--- config.mk ---
export PLATFORM = sky130hd
export DESIGN_NAME = ps2_scancode_fifo
export DESIGN_NICKNAME = d
export VERILOG_FILES = /design/src/rtl/ps2_scancode_fifo.sv
export SDC_FILE = /design/constraint.sdc
export NUM_CORES = 1
export LEC_CHECK = 0
export CAP_MARGIN = 20
export CORE_UTILIZATION = 60
export CTS_BUF_LIST = sky130_fd_sc_hd__clkbuf_2
export CTS_CLUSTER_SIZE = 40
export DETAILED_ROUTE_END_ITERATION = 8
export PLACE_DENSITY = 0.79
export RECOVER_POWER = 100
export SYNTH_ARGS = -nofsm -noshare
export SYNTH_HDL_FRONTEND = slang
export SYNTH_SLANG_ARGS = --single-unit
--- constraint.sdc ---
create_clock -name inclock -period 6 [get_ports inclock]
set_input_delay 1.2 -clock inclock [delete_from_list [all_inputs] [get_ports inclock]]
set_output_delay 1.2 -clock inclock [all_outputs]
set_load 0.1 [all_outputs]
--- src/rtl/ps2_scancode_fifo.sv ---
// rtl/ps2_scancode_fifo.sv - PS/2 set-2 byte stream to key-event decoder with show-ahead event FIFO
// Folds E0/F0 prefixes into {ext, rel, ascii, code} events and tracks the last ASCII make key.
module ps2_scancode_fifo #(
  parameter int FIFO_DEPTH   = 8,
  parameter int ADDR_W       = 3,
  parameter int DROP_RELEASE = 0,
  parameter int TRANSLATE    = 1
) (
  input  logic              inclock,
  input  logic              resetn,
  input  logic [7:0]        rx_data,
  input  logic              rx_valid,
  input  logic              ev_rd,
  input  logic              ovf_clr,
  output logic              ev_valid,
  output logic [17:0]       ev_data,
  output logic [ADDR_W:0]   ev_count,
  output logic              ovf,
  output logic [7:0]        last_key
);

  typedef enum logic [1:0] {IDLE, EXT, BRK, EXT_BRK} state_t;

  state_t              state_q, state_d;
  logic [ADDR_W-1:0]   wr_ptr_q, wr_ptr_d;
  logic [ADDR_W-1:0]   rd_ptr_q, rd_ptr_d;
  logic [ADDR_W:0]     count_q, count_d;
  logic                ovf_q, ovf_d;
  logic [7:0]          last_key_q, last_key_d;
  logic [17:0]         mem_q [FIFO_DEPTH];

  logic                is_ctrl, emit, emit_ext, emit_rel;
  logic                push_req, push, pop, full, drop;
  logic [7:0]          ascii;
  logic [17:0]         wr_data;

  function automatic logic [7:0] map_ascii(input logic [7:0] code);
    case (code)
      8'h1C: map_ascii = 8'h41;  8'h32: map_ascii = 8'h42;  8'h21: map_ascii = 8'h43;
      8'h23: map_ascii = 8'h44;  8'h24: map_ascii = 8'h45;  8'h2B: map_ascii = 8'h46;
      8'h34: map_ascii = 8'h47;  8'h33: map_ascii = 8'h48;  8'h43: map_ascii = 8'h49;
      8'h3B: map_ascii = 8'h4A;  8'h42: map_ascii = 8'h4B;  8'h4B: map_ascii = 8'h4C;
      8'h3A: map_ascii = 8'h4D;  8'h31: map_ascii = 8'h4E;  8'h44: map_ascii = 8'h4F;
      8'h4D: map_ascii = 8'h50;  8'h15: map_ascii = 8'h51;  8'h2D: map_ascii = 8'h52;
      8'h1B: map_ascii = 8'h53;  8'h2C: map_ascii = 8'h54;  8'h3C: map_ascii = 8'h55;
      8'h2A: map_ascii = 8'h56;  8'h1D: map_ascii = 8'h57;  8'h22: map_ascii = 8'h58;
      8'h35: map_ascii = 8'h59;  8'h1A: map_ascii = 8'h5A;
      8'h45: map_ascii = 8'h30;  8'h16: map_ascii = 8'h31;  8'h1E: map_ascii = 8'h32;
      8'h26: map_ascii = 8'h33;  8'h25: map_ascii = 8'h34;  8'h2E: map_ascii = 8'h35;
      8'h36: map_ascii = 8'h36;  8'h3D: map_ascii = 8'h37;  8'h3E: map_ascii = 8'h38;
      8'h46: map_ascii = 8'h39;
      8'h29: map_ascii = 8'h20;  8'h5A: map_ascii = 8'h0D;  8'h66: map_ascii = 8'h08;
      default: map_ascii = 8'h00;
    endcase
  endfunction

  // Keyboard acks, BAT results, errors and the Pause prefix abort any partial sequence.
  assign is_ctrl = (rx_data == 8'hAA) || (rx_data == 8'hFA) || (rx_data == 8'hFE) ||
                   (rx_data == 8'hEE) || (rx_data == 8'h00) || (rx_data == 8'hFF) ||
                   (rx_data == 8'hE1);

  always_comb begin
    state_d  = state_q;
    emit     = 1'b0;
    emit_ext = 1'b0;
    emit_rel = 1'b0;
    if (rx_valid) begin
      if (is_ctrl) begin
        state_d = IDLE;
      end else begin
        case (state_q)
          IDLE: begin
            if (rx_data == 8'hE0)      state_d = EXT;
            else if (rx_data == 8'hF0) state_d = BRK;
            else                       emit = 1'b1;
          end
          EXT: begin
            if (rx_data == 8'hF0)      state_d = EXT_BRK;
            else if (rx_data != 8'hE0) begin
              emit = 1'b1; emit_ext = 1'b1; state_d = IDLE;
            end
          end
          BRK: begin
            if (rx_data == 8'hE0)      state_d = EXT_BRK;
            else if (rx_data != 8'hF0) begin
              emit = 1'b1; emit_rel = 1'b1; state_d = IDLE;
            end
          end
          default: begin
            if (rx_data != 8'hE0 && rx_data != 8'hF0) begin
              emit = 1'b1; emit_ext = 1'b1; emit_rel = 1'b1; state_d = IDLE;
            end
          end
        endcase
      end
    end
  end

  always_comb begin
    ascii      = 8'h00;
    if (TRANSLATE != 0 && !emit_ext) ascii = map_ascii(rx_data);
    wr_data    = {emit_ext, emit_rel, ascii, rx_data};
    push_req   = emit && !(emit_rel && DROP_RELEASE != 0);
    full       = (count_q == (ADDR_W+1)'(FIFO_DEPTH));
    pop        = ev_rd && (count_q != '0);
    // A simultaneous pop frees the slot, so a full FIFO still accepts the push.
    push       = push_req && (!full || pop);
    drop       = push_req && full && !pop;

    wr_ptr_d   = push ? wr_ptr_q + ADDR_W'(1) : wr_ptr_q;
    rd_ptr_d   = pop  ? rd_ptr_q + ADDR_W'(1) : rd_ptr_q;
    count_d    = count_q;
    if (push && !pop)      count_d = count_q + (ADDR_W+1)'(1);
    else if (pop && !push) count_d = count_q - (ADDR_W+1)'(1);

    ovf_d      = ovf_q;
    if (drop)         ovf_d = 1'b1;
    else if (ovf_clr) ovf_d = 1'b0;

    last_key_d = last_key_q;
    if (emit && !emit_rel && ascii != 8'h00) last_key_d = ascii;
  end

  always_ff @(posedge inclock) begin
    if (!resetn) begin
      state_q    <= IDLE;
      wr_ptr_q   <= '0;
      rd_ptr_q   <= '0;
      count_q    <= '0;
      ovf_q      <= 1'b0;
      last_key_q <= 8'h00;
    end else begin
      state_q    <= state_d;
      wr_ptr_q   <= wr_ptr_d;
      rd_ptr_q   <= rd_ptr_d;
      count_q    <= count_d;
      ovf_q      <= ovf_d;
      last_key_q <= last_key_d;
    end
  end

  always_ff @(posedge inclock) begin
    if (resetn && push) mem_q[wr_ptr_q] <= wr_data;
  end

  assign ev_valid = (count_q != '0);
  assign ev_data  = mem_q[rd_ptr_q];
  assign ev_count = count_q;
  assign ovf      = ovf_q;
  assign last_key = last_key_q;

endmodule

Word-level counts from Yosys, hierarchy flattened:

Memory sizes are Yosys's and may differ from the RTL's. A register that Yosys moved wholly into a read port is not among the register bits.
Cells that the tools add are included.

* add/sub/neg operators: 4
* $mul: 0
* div/mod/pow operators: 0
* $lt $le $gt $ge: 0
* eq/ne operators: 16
* shifts and indexed selects: 0
* mux-type cells: 35
* bitwise logic cells: 0
* reductions and logical operators: 31

Operator list (number)
* == test 8 bit, second input constant: 8
* two-way mux 1 bit: 17
* two-way mux 2 bit: 8
* two-way mux 8 bit: 2
* != test 8 bit, second input constant: 2
* != test 4 bit, second input constant: 3
* logical AND 1 bit: 10
* logical NOT 8 bit: 1
* two-way mux 4 bit: 2
* nonzero test 8 bit: 1
* logical OR 1 bit: 7
* adder 3 x 1 -> 3 bit, second input constant: 2
* two-way mux 3 bit: 2
* one-hot mux 2 bit (3 select lines): 1
* AND reduction 5 bit: 1
* nonzero test 5 bit: 1
* adder 4 x 1 -> 4 bit, second input constant: 1
* == test 4 bit, second input constant: 1
* logical NOT 1 bit: 4
* one-hot mux 1 bit (2 select lines): 2
* nonzero test 2 bit: 2
* nonzero test 4 bit: 1
* OR reduction 2 bit: 2
* subtractor 4 x 1 -> 4 bit, second input constant: 1
* other kinds (4): 4

* register bits: 21
* bits in latches: 0
* bits in writable memories: 144
* bits in read-only memories: 896
* output and inout bits: 32
* memories kept: 2

Memory list
* (no name shown): depth 128, bits a word 7, read ports 1, clocked after Yosys merged registers in 0, write ports 0, line 38 `case (code)`
* mem_q: depth 8, bits a word 18, read ports 1, clocked after Yosys merged registers in 1, write ports 1, line 30 `logic [17:0] mem_q [FIFO_DEPTH];`

Logic depth before layout (Yosys ltp):

Gate-level depths: netlist of the first run.

* depth after elaboration: 14
* gate-level depth with buffers: 14

Worst setup path before layout of the first run:

OpenSTA, ideal clock, no wires.

* kind: input-to-reg
* start point: input rx_data[1]
* end point: memory mem_q[0][0] (enable)
* setup time: 0.441 ns
* arrival time: 4.473 ns
* required time: 5.559 ns
* setup slack: 1.086 ns
* stages on the path: 8
* path buffers: 0
* cell sequence: inv_1 -> ha_1 -> nor4b_1 -> o211ai_1 -> o211ai_2 -> nor3b_2 -> nand2b_1 -> nor4b_1

* word-level cells in the longest chain between the ends: 13

Ends and longest elaborated chain
* start: declaration: line 11 `input logic [7:0] rx_data,`
* parallel branches: the longest is 7 deep, another holds != test 8 bit
* two-way mux 1 bit *: line 68 `if (is_ctrl) begin`
* two-way mux 1 bit *: line 67 `if (rx_valid) begin`
* logical AND 1 bit *: line 107 `push = push_req && (!full || pop);`
* logical AND 1 bit *: line 143 `if (resetn && push) mem_q[wr_ptr_q] <= wr_data;`
* two-way mux 1 bit *: line 143
* two-way mux 1 bit (not written as such) *: line 143
* end: declaration: line 30

Every way passes the cells marked *.

Final worst setup path of the first run:

* start point: input rx_data[4]
* end point: memory mem_q[6][5] (enable)

The elaborated chain is that of the path after synthesis.

==> flow_summary.yaml, run 1 <==
hold_path:
  whs_path_depth: 2
  hold_class: "flop to flop"
finish:
  nFillCells: 855
  layout.nets: 569
  final_cell_mix: "136 x edfxtp_1, 40 x nand2_1, 38 x dlygate4sd3_1, 35 x mux4_2, 22 x dfxtp_1"
  drive_gt1_frac: 0.181
  ff_latch_area_um2: 4550
  multi_input_area_um2: 2570
  areaGrowthSynthToFinish_pct: 9.91
  layout_commonest_cell: "edfxtp_1"
  n_antenna_cell: 0
floorplan:
  fp.dieH_um: 113
  std_cell_rows: 40
  core_area_um2: 12000
  io_pins: 45
  die_area_um2: 12700
  die_w_um: 113
  start_util: 0.615
logic_synthesis:
  synthCells: 489
  synthArstFlopShare: 0
  synth_cell_types: 66
  syn_area_per_cell_um2: 15.1
  yosys.area.top_type_share: 0.555
  synth-seq-cells: 159
  synth_flop_cell: "edfxtp_1"
  seq_area_frac_synth: 0.617
  syn_area_um2: 7360
  synth_top_area_cell: "edfxtp_1"
  synth_area_leaders: "edfxtp_1 55%, mux4_2 11%, dfxtp_1 6.3%"
  synth-edff-count: 136
  yosys_warnings: 0
sta:
  rsz0062_at_grt: "false"
  worst_pin_slew_ns: 1.34
  finalSetupViolCount: 0
  skew_ns: 0.0259
  drv_slew: 0
  setup_tns_ns: 0
  fmax_mhz: 188
  slew_headroom: 0.0987
  holdWs_ns: 0.469
  hold_violations: 0
  setup_slack_ns: 0.667
  fin_crit_sh: 0.889
  finalCriticalPeriod_ns: 5.33
grt:
  grt_first_pass_wirelength_um: 23700
  grtUsageTotal: 0.253
  grt_pass1_vias: 4440
  grt_start_max_net_pins: 35
  grt_antenna_before_repair: 0
  grt_overflow: 0
worst_setup_path:
  cp.required_ns: 6.28
  cp-end-kind: "flop"
  worstPathArrival_ns: 5.62
  critPathMaxFanout: 28
  r2r_cells: 6
  worst-setup-path-type: "primary input to flop"
  crit_path_start_kind: "primary input"
power_and_ir_drop:
  ir_worst_vdd_mv: 0.410
  p_per_area_nw_per_um2: 367
  p_leak_nw: 2.70
clock_network:
  cts_made_buffers: 17
  insertion_delay_ns: 0.67
  clockRootBuffer: "clkbuf_2"
  ctsHoldBuffers: 0
  htree_levels: 4
  cts-resized-gates: 0
  path_clk_slew_ns: 0.19
  clock-sinks: 159
  post_cts_buffers: 0
  cts_tree: "done"
  clk_path_buf_depth: 2
detailed_routing:
  dr.pass1.iters: 5
  drtAntennaViolNets: 0
  routed_wl_um: 14600
  drc: 0
  route.vias.total: 4431
  drt_iter0_markers: 338
  vias_per_cell: 6.34
  post_drt_wl_per_cell_um: 20.9
placed_design:
  io_buffer_count: 42
  dp_hpwl_um: 9300
  pre_cts_ws_ns: 0.683
  place.gp.congestion: 0.941
run:
  maxCapViolations: 0
outcome:
  status: "completed"
critical path, stage by stage:
cell and delay, ns:
dlygate4sd3_1 0.64, clkbuf_1 0.96, nor2_1 0.25, o211ai_1 0.18, o211ai_1 0.23, nor3b_1 0.73
nand2_1 0.28, nor3_1 0.22, clkbuf_1 0.93
where the power goes:
| part | total, mW | switching (mW) | internal (mW) |
|---|---|---|---|
| sequential | 1.31 | 0.0644 | 1.25 |
| clock | 0.529 | 0.341 | 0.188 |
| combinational | 1.13 | 0.755 | 0.378 |
sequential cells by signal, summed over array words and instances (netlist names), named ones only:
register,cells
state_q,2
mem_q,136
wr_ptr_q,3
ev_count,4
rd_ptr_q,3
ovf,1
last_key,7
worst paths after layout:
check / end / start / slack (ns)
worst max register to register: mem_q[6][5] / ev_count[0] / 2.81
worst min-delay path: last_key[4] / last_key[4] / 0.47
worst min register to register: last_key[4] / last_key[4] / 0.47
worst max-delay path: mem_q[6][5] / rx_data[4] / 0.67
final cells by class:
type | count | share of cell area
timing repair buffer | 61 | 0.0640
clock inverter | 13 | 0.0148
clock buffer | 19 | 0.0118
inverter | 14 | 0.00650
sequential | 159 | 0.562
tap | 147 | 0.0227
multi-input combinational | 286 | 0.318
Yosys cell counts (5+ instances only):
master,instances
a21oi_1,9
a31oi_1,5
and2_1,9
buf_2,10
buf_4,6
clkbuf_1,9
dfxtp_1,23
edfxtp_1,136
ha_1,16
inv_1,12
mux2_2,20
mux2i_1,12
mux4_2,35
nand2_1,39
nand2b_1,9
nand3_1,7
nor2_1,12
nor2b_1,10
nor3_1,10
o21ai_0,8
o22ai_1,5
xnor2_1,6
routing by layer:
| layer | track usage | vias to the layer above | part of all wire |
|---|---|---|---|
| met1 | 0.350 | 2221 | 0.43 |
| met4 | 0.102 | 0 | 0.015 |
| li1 | - | 2004 | - |
| met3 | 0.0466 | 20 | 0.060 |
| met2 | 0.403 | 186 | 0.49 |
| met5 | 0 | - | 0 |
per-stage QoR:
step / instance area (um2) / total power [mW] / util / cells
floorplan: 7360 / 2.27 / - / 490
global route: 8090 / 3.08 / 0.676 / 699
finish: 8090 / 2.97 / 0.676 / 699
global placement: 7960 / 2.49 / 0.665 / 667
detailed placement: 7960 / 2.50 / 0.665 / 667
CTS: 8180 / 3.03 / 0.683 / 699
cell families after synthesis:
group / count (synthesis) / synth area share
XOR/XNOR: 8 / 0.00952
buffers and inverters: 45 / 0.0323
other: 1 / 0.000509
flip-flops: 159 / 0.617
AO/OA/AOI/OAI: 67 / 0.0654
adder cells (fa/ha/maj): 17 / 0.0299
AND/OR/NAND/NOR: 125 / 0.0909
multiplexers: 67 / 0.154
Power figures use the tool's default switching activity.
==> inputs of run 2 (changes only) <==
Settings changed: CORE_ASPECT_RATIO from default to 1.4.
==> run 2 against run 1 <==
Compared with the run above:
- the run now ends with max-capacitance violations, max-slew violations left
- die area about the same
- clock power increased by 9.8%
- cell count decreased by 0.57%
- largest power group unchanged
==> flow_summary.yaml, run 2 (synthesis gave the netlist of run 1 again) <==
placed_design:
  dp_hpwl_um: 9500
  pre_cts_ws_ns: 0.659
  placed_cell_area_um2: 7920
  io_buffer_count: 42
  dp.cells: 662
  place.gp.congestion: 0.920
sta:
  holdWs_ns: 0.469
  setup_slack_ns: 0.812
  fmax_mhz: 193
  finalCriticalPeriod_ns: 5.19
  hold_violations: 0
  drv_slew: 16
  skew_ns: 0.0393
  finalSetupViolCount: 0
  slew_headroom: -0.0256
  rsz0062_at_grt: "false"
  setup_tns_ns: 0
  worst_pin_slew_ns: 1.53
  fin_crit_sh: 0.865
floorplan:
  die_area_um2: 12700
  std_cell_rows: 47
  start_util: 0.620
  die_w_um: 95.6
  core_area_um2: 11900
  io_pins: 45
  fp.dieH_um: 133
clock_network:
  clock-sinks: 159
  path_clk_slew_ns: 0.25
  htree_levels: 4
  cts_tree: "done"
  cts_made_buffers: 17
  cts-resized-gates: 0
  clk_path_buf_depth: 2
  post_cts_buffers: 0
  clockRootBuffer: "clkbuf_2"
  insertion_delay_ns: 0.68
  ctsHoldBuffers: 0
hold_path:
  hold_class: "flop to flop"
worst_setup_path:
  cp.required_ns: 6.30
  critPathMaxFanout: 19
  worstPathArrival_ns: 5.48
  cp-end-kind: "flop"
  worst-setup-path-type: "primary input to flop"
  crit_path_start_kind: "primary input"
detailed_routing:
  routed_wl_um: 15000
  dr.pass1.iters: 5
  route.vias.total: 4440
  drtAntennaViolNets: 0
  post_drt_wl_per_cell_um: 21.6
  drt_iter0_markers: 291
  vias_per_cell: 6.39
  drc: 0
finish:
  drive_gt1_frac: 0.194
  nFillCells: 852
  final_util: 0.683
  final_cell_mix: "136 x edfxtp_1, 40 x nand2_1, 38 x dlygate4sd3_1, 35 x mux4_2, 21 x dfxtp_1"
  areaGrowthSynthToFinish_pct: 10.2
  largest_reg_flops: 136
  largest_register: "mem_q"
  finish.instance_area_um2: 8110
  layout.nets: 564
  layout_commonest_cell: "edfxtp_1"
  final_cell_count_no_fill: 695
grt:
  grt_start_max_net_pins: 35
  grt_first_pass_wirelength_um: 23500
  grt_antenna_before_repair: 1
  grtUsageTotal: 0.254
  grt_overflow: 0
  grt_pass1_vias: 4396
power_and_ir_drop:
  p_leak_nw: 2.70
  ir_worst_vdd_mv: 0.303
  p_per_area_nw_per_um2: 373
  p_total_mw: 3.02
run:
  maxCapViolations: 1
outcome:
  failed_checks: "max-capacitance violations, max-slew violations"
  status: "complete, but fails checks"
## run 2: changes by cell type in the layout (fill, tap and decap cells not counted), moves of 2 or more
cell / previous run / this run
and2_0: 4 / 6
and2_1: 5 / 3
buf_4: 7 / 9
clkbuf_1: 12 / 5
clkinv_1: 4 / 1
clkinv_2: 4 / 1
clkinvlp_4: 1 / 4
inv_6: 1 / 4
inv_8: 0 / 2
## run 2: layout make-up
cell class,instances,area (um2),area share
multi-input cells,286,2570,0.317
inverters,14,52.6,0.00648
clock inverters,14,156,0.0193
clock buffers,18,90.1,0.0111
repair buffers,56,507,0.0625
flip-flops and latches,159,4550,0.561
well taps,147,184,0.0227
diodes,1,2.50,0.000309
## run 2: final timing paths
path	startpoint	endpoint	slack (ns)	cells after the start
worst max-delay path	rx_data[1]	mem_q[5][1]	0.81	10
worst min-delay path	last_key[1]	last_key[1]	0.47	2
worst max register to register	ev_count[0]	mem_q[5][1]	2.79	6
worst min register to register	last_key[1]	last_key[1]	0.47	2
## run 2: routing by layer
layer	wire length, um	vias up	global-route usage
met1	5990	2258	0.319
met4	311	0	0.0904
met2	8030	159	0.435
li1	-	1996	-
met5	0	-	0
met3	674	27	0.0454
## run 2: power breakdown
part	leakage, nW	total [mW]	internal, mW	switching (mW)
clock network	0.139	0.581	0.201	0.381
logic	1.13	1.11	0.376	0.730
registers	1.44	1.34	1.25	0.0901
total	2.70	3.02	1.82	1.20
## run 2: critical path, cell delays in order
cell,delay (ns)
dlygate4sd3_1,0.94
inv_1,0.23
ha_1,0.33
nor4b_1,0.17
o211ai_1,0.22
o211ai_1,0.23
nor3b_1,0.74
nand2_1,0.28
nor3_2,0.17
clkbuf_1,0.96
==> inputs of run 3 (changes only) <==
Settings changed: SETUP_SLACK_MARGIN from default to 0.5.
==> results of run 3 <==
Same layout as run 2: the final DEF is identical, and so are final timing and power.
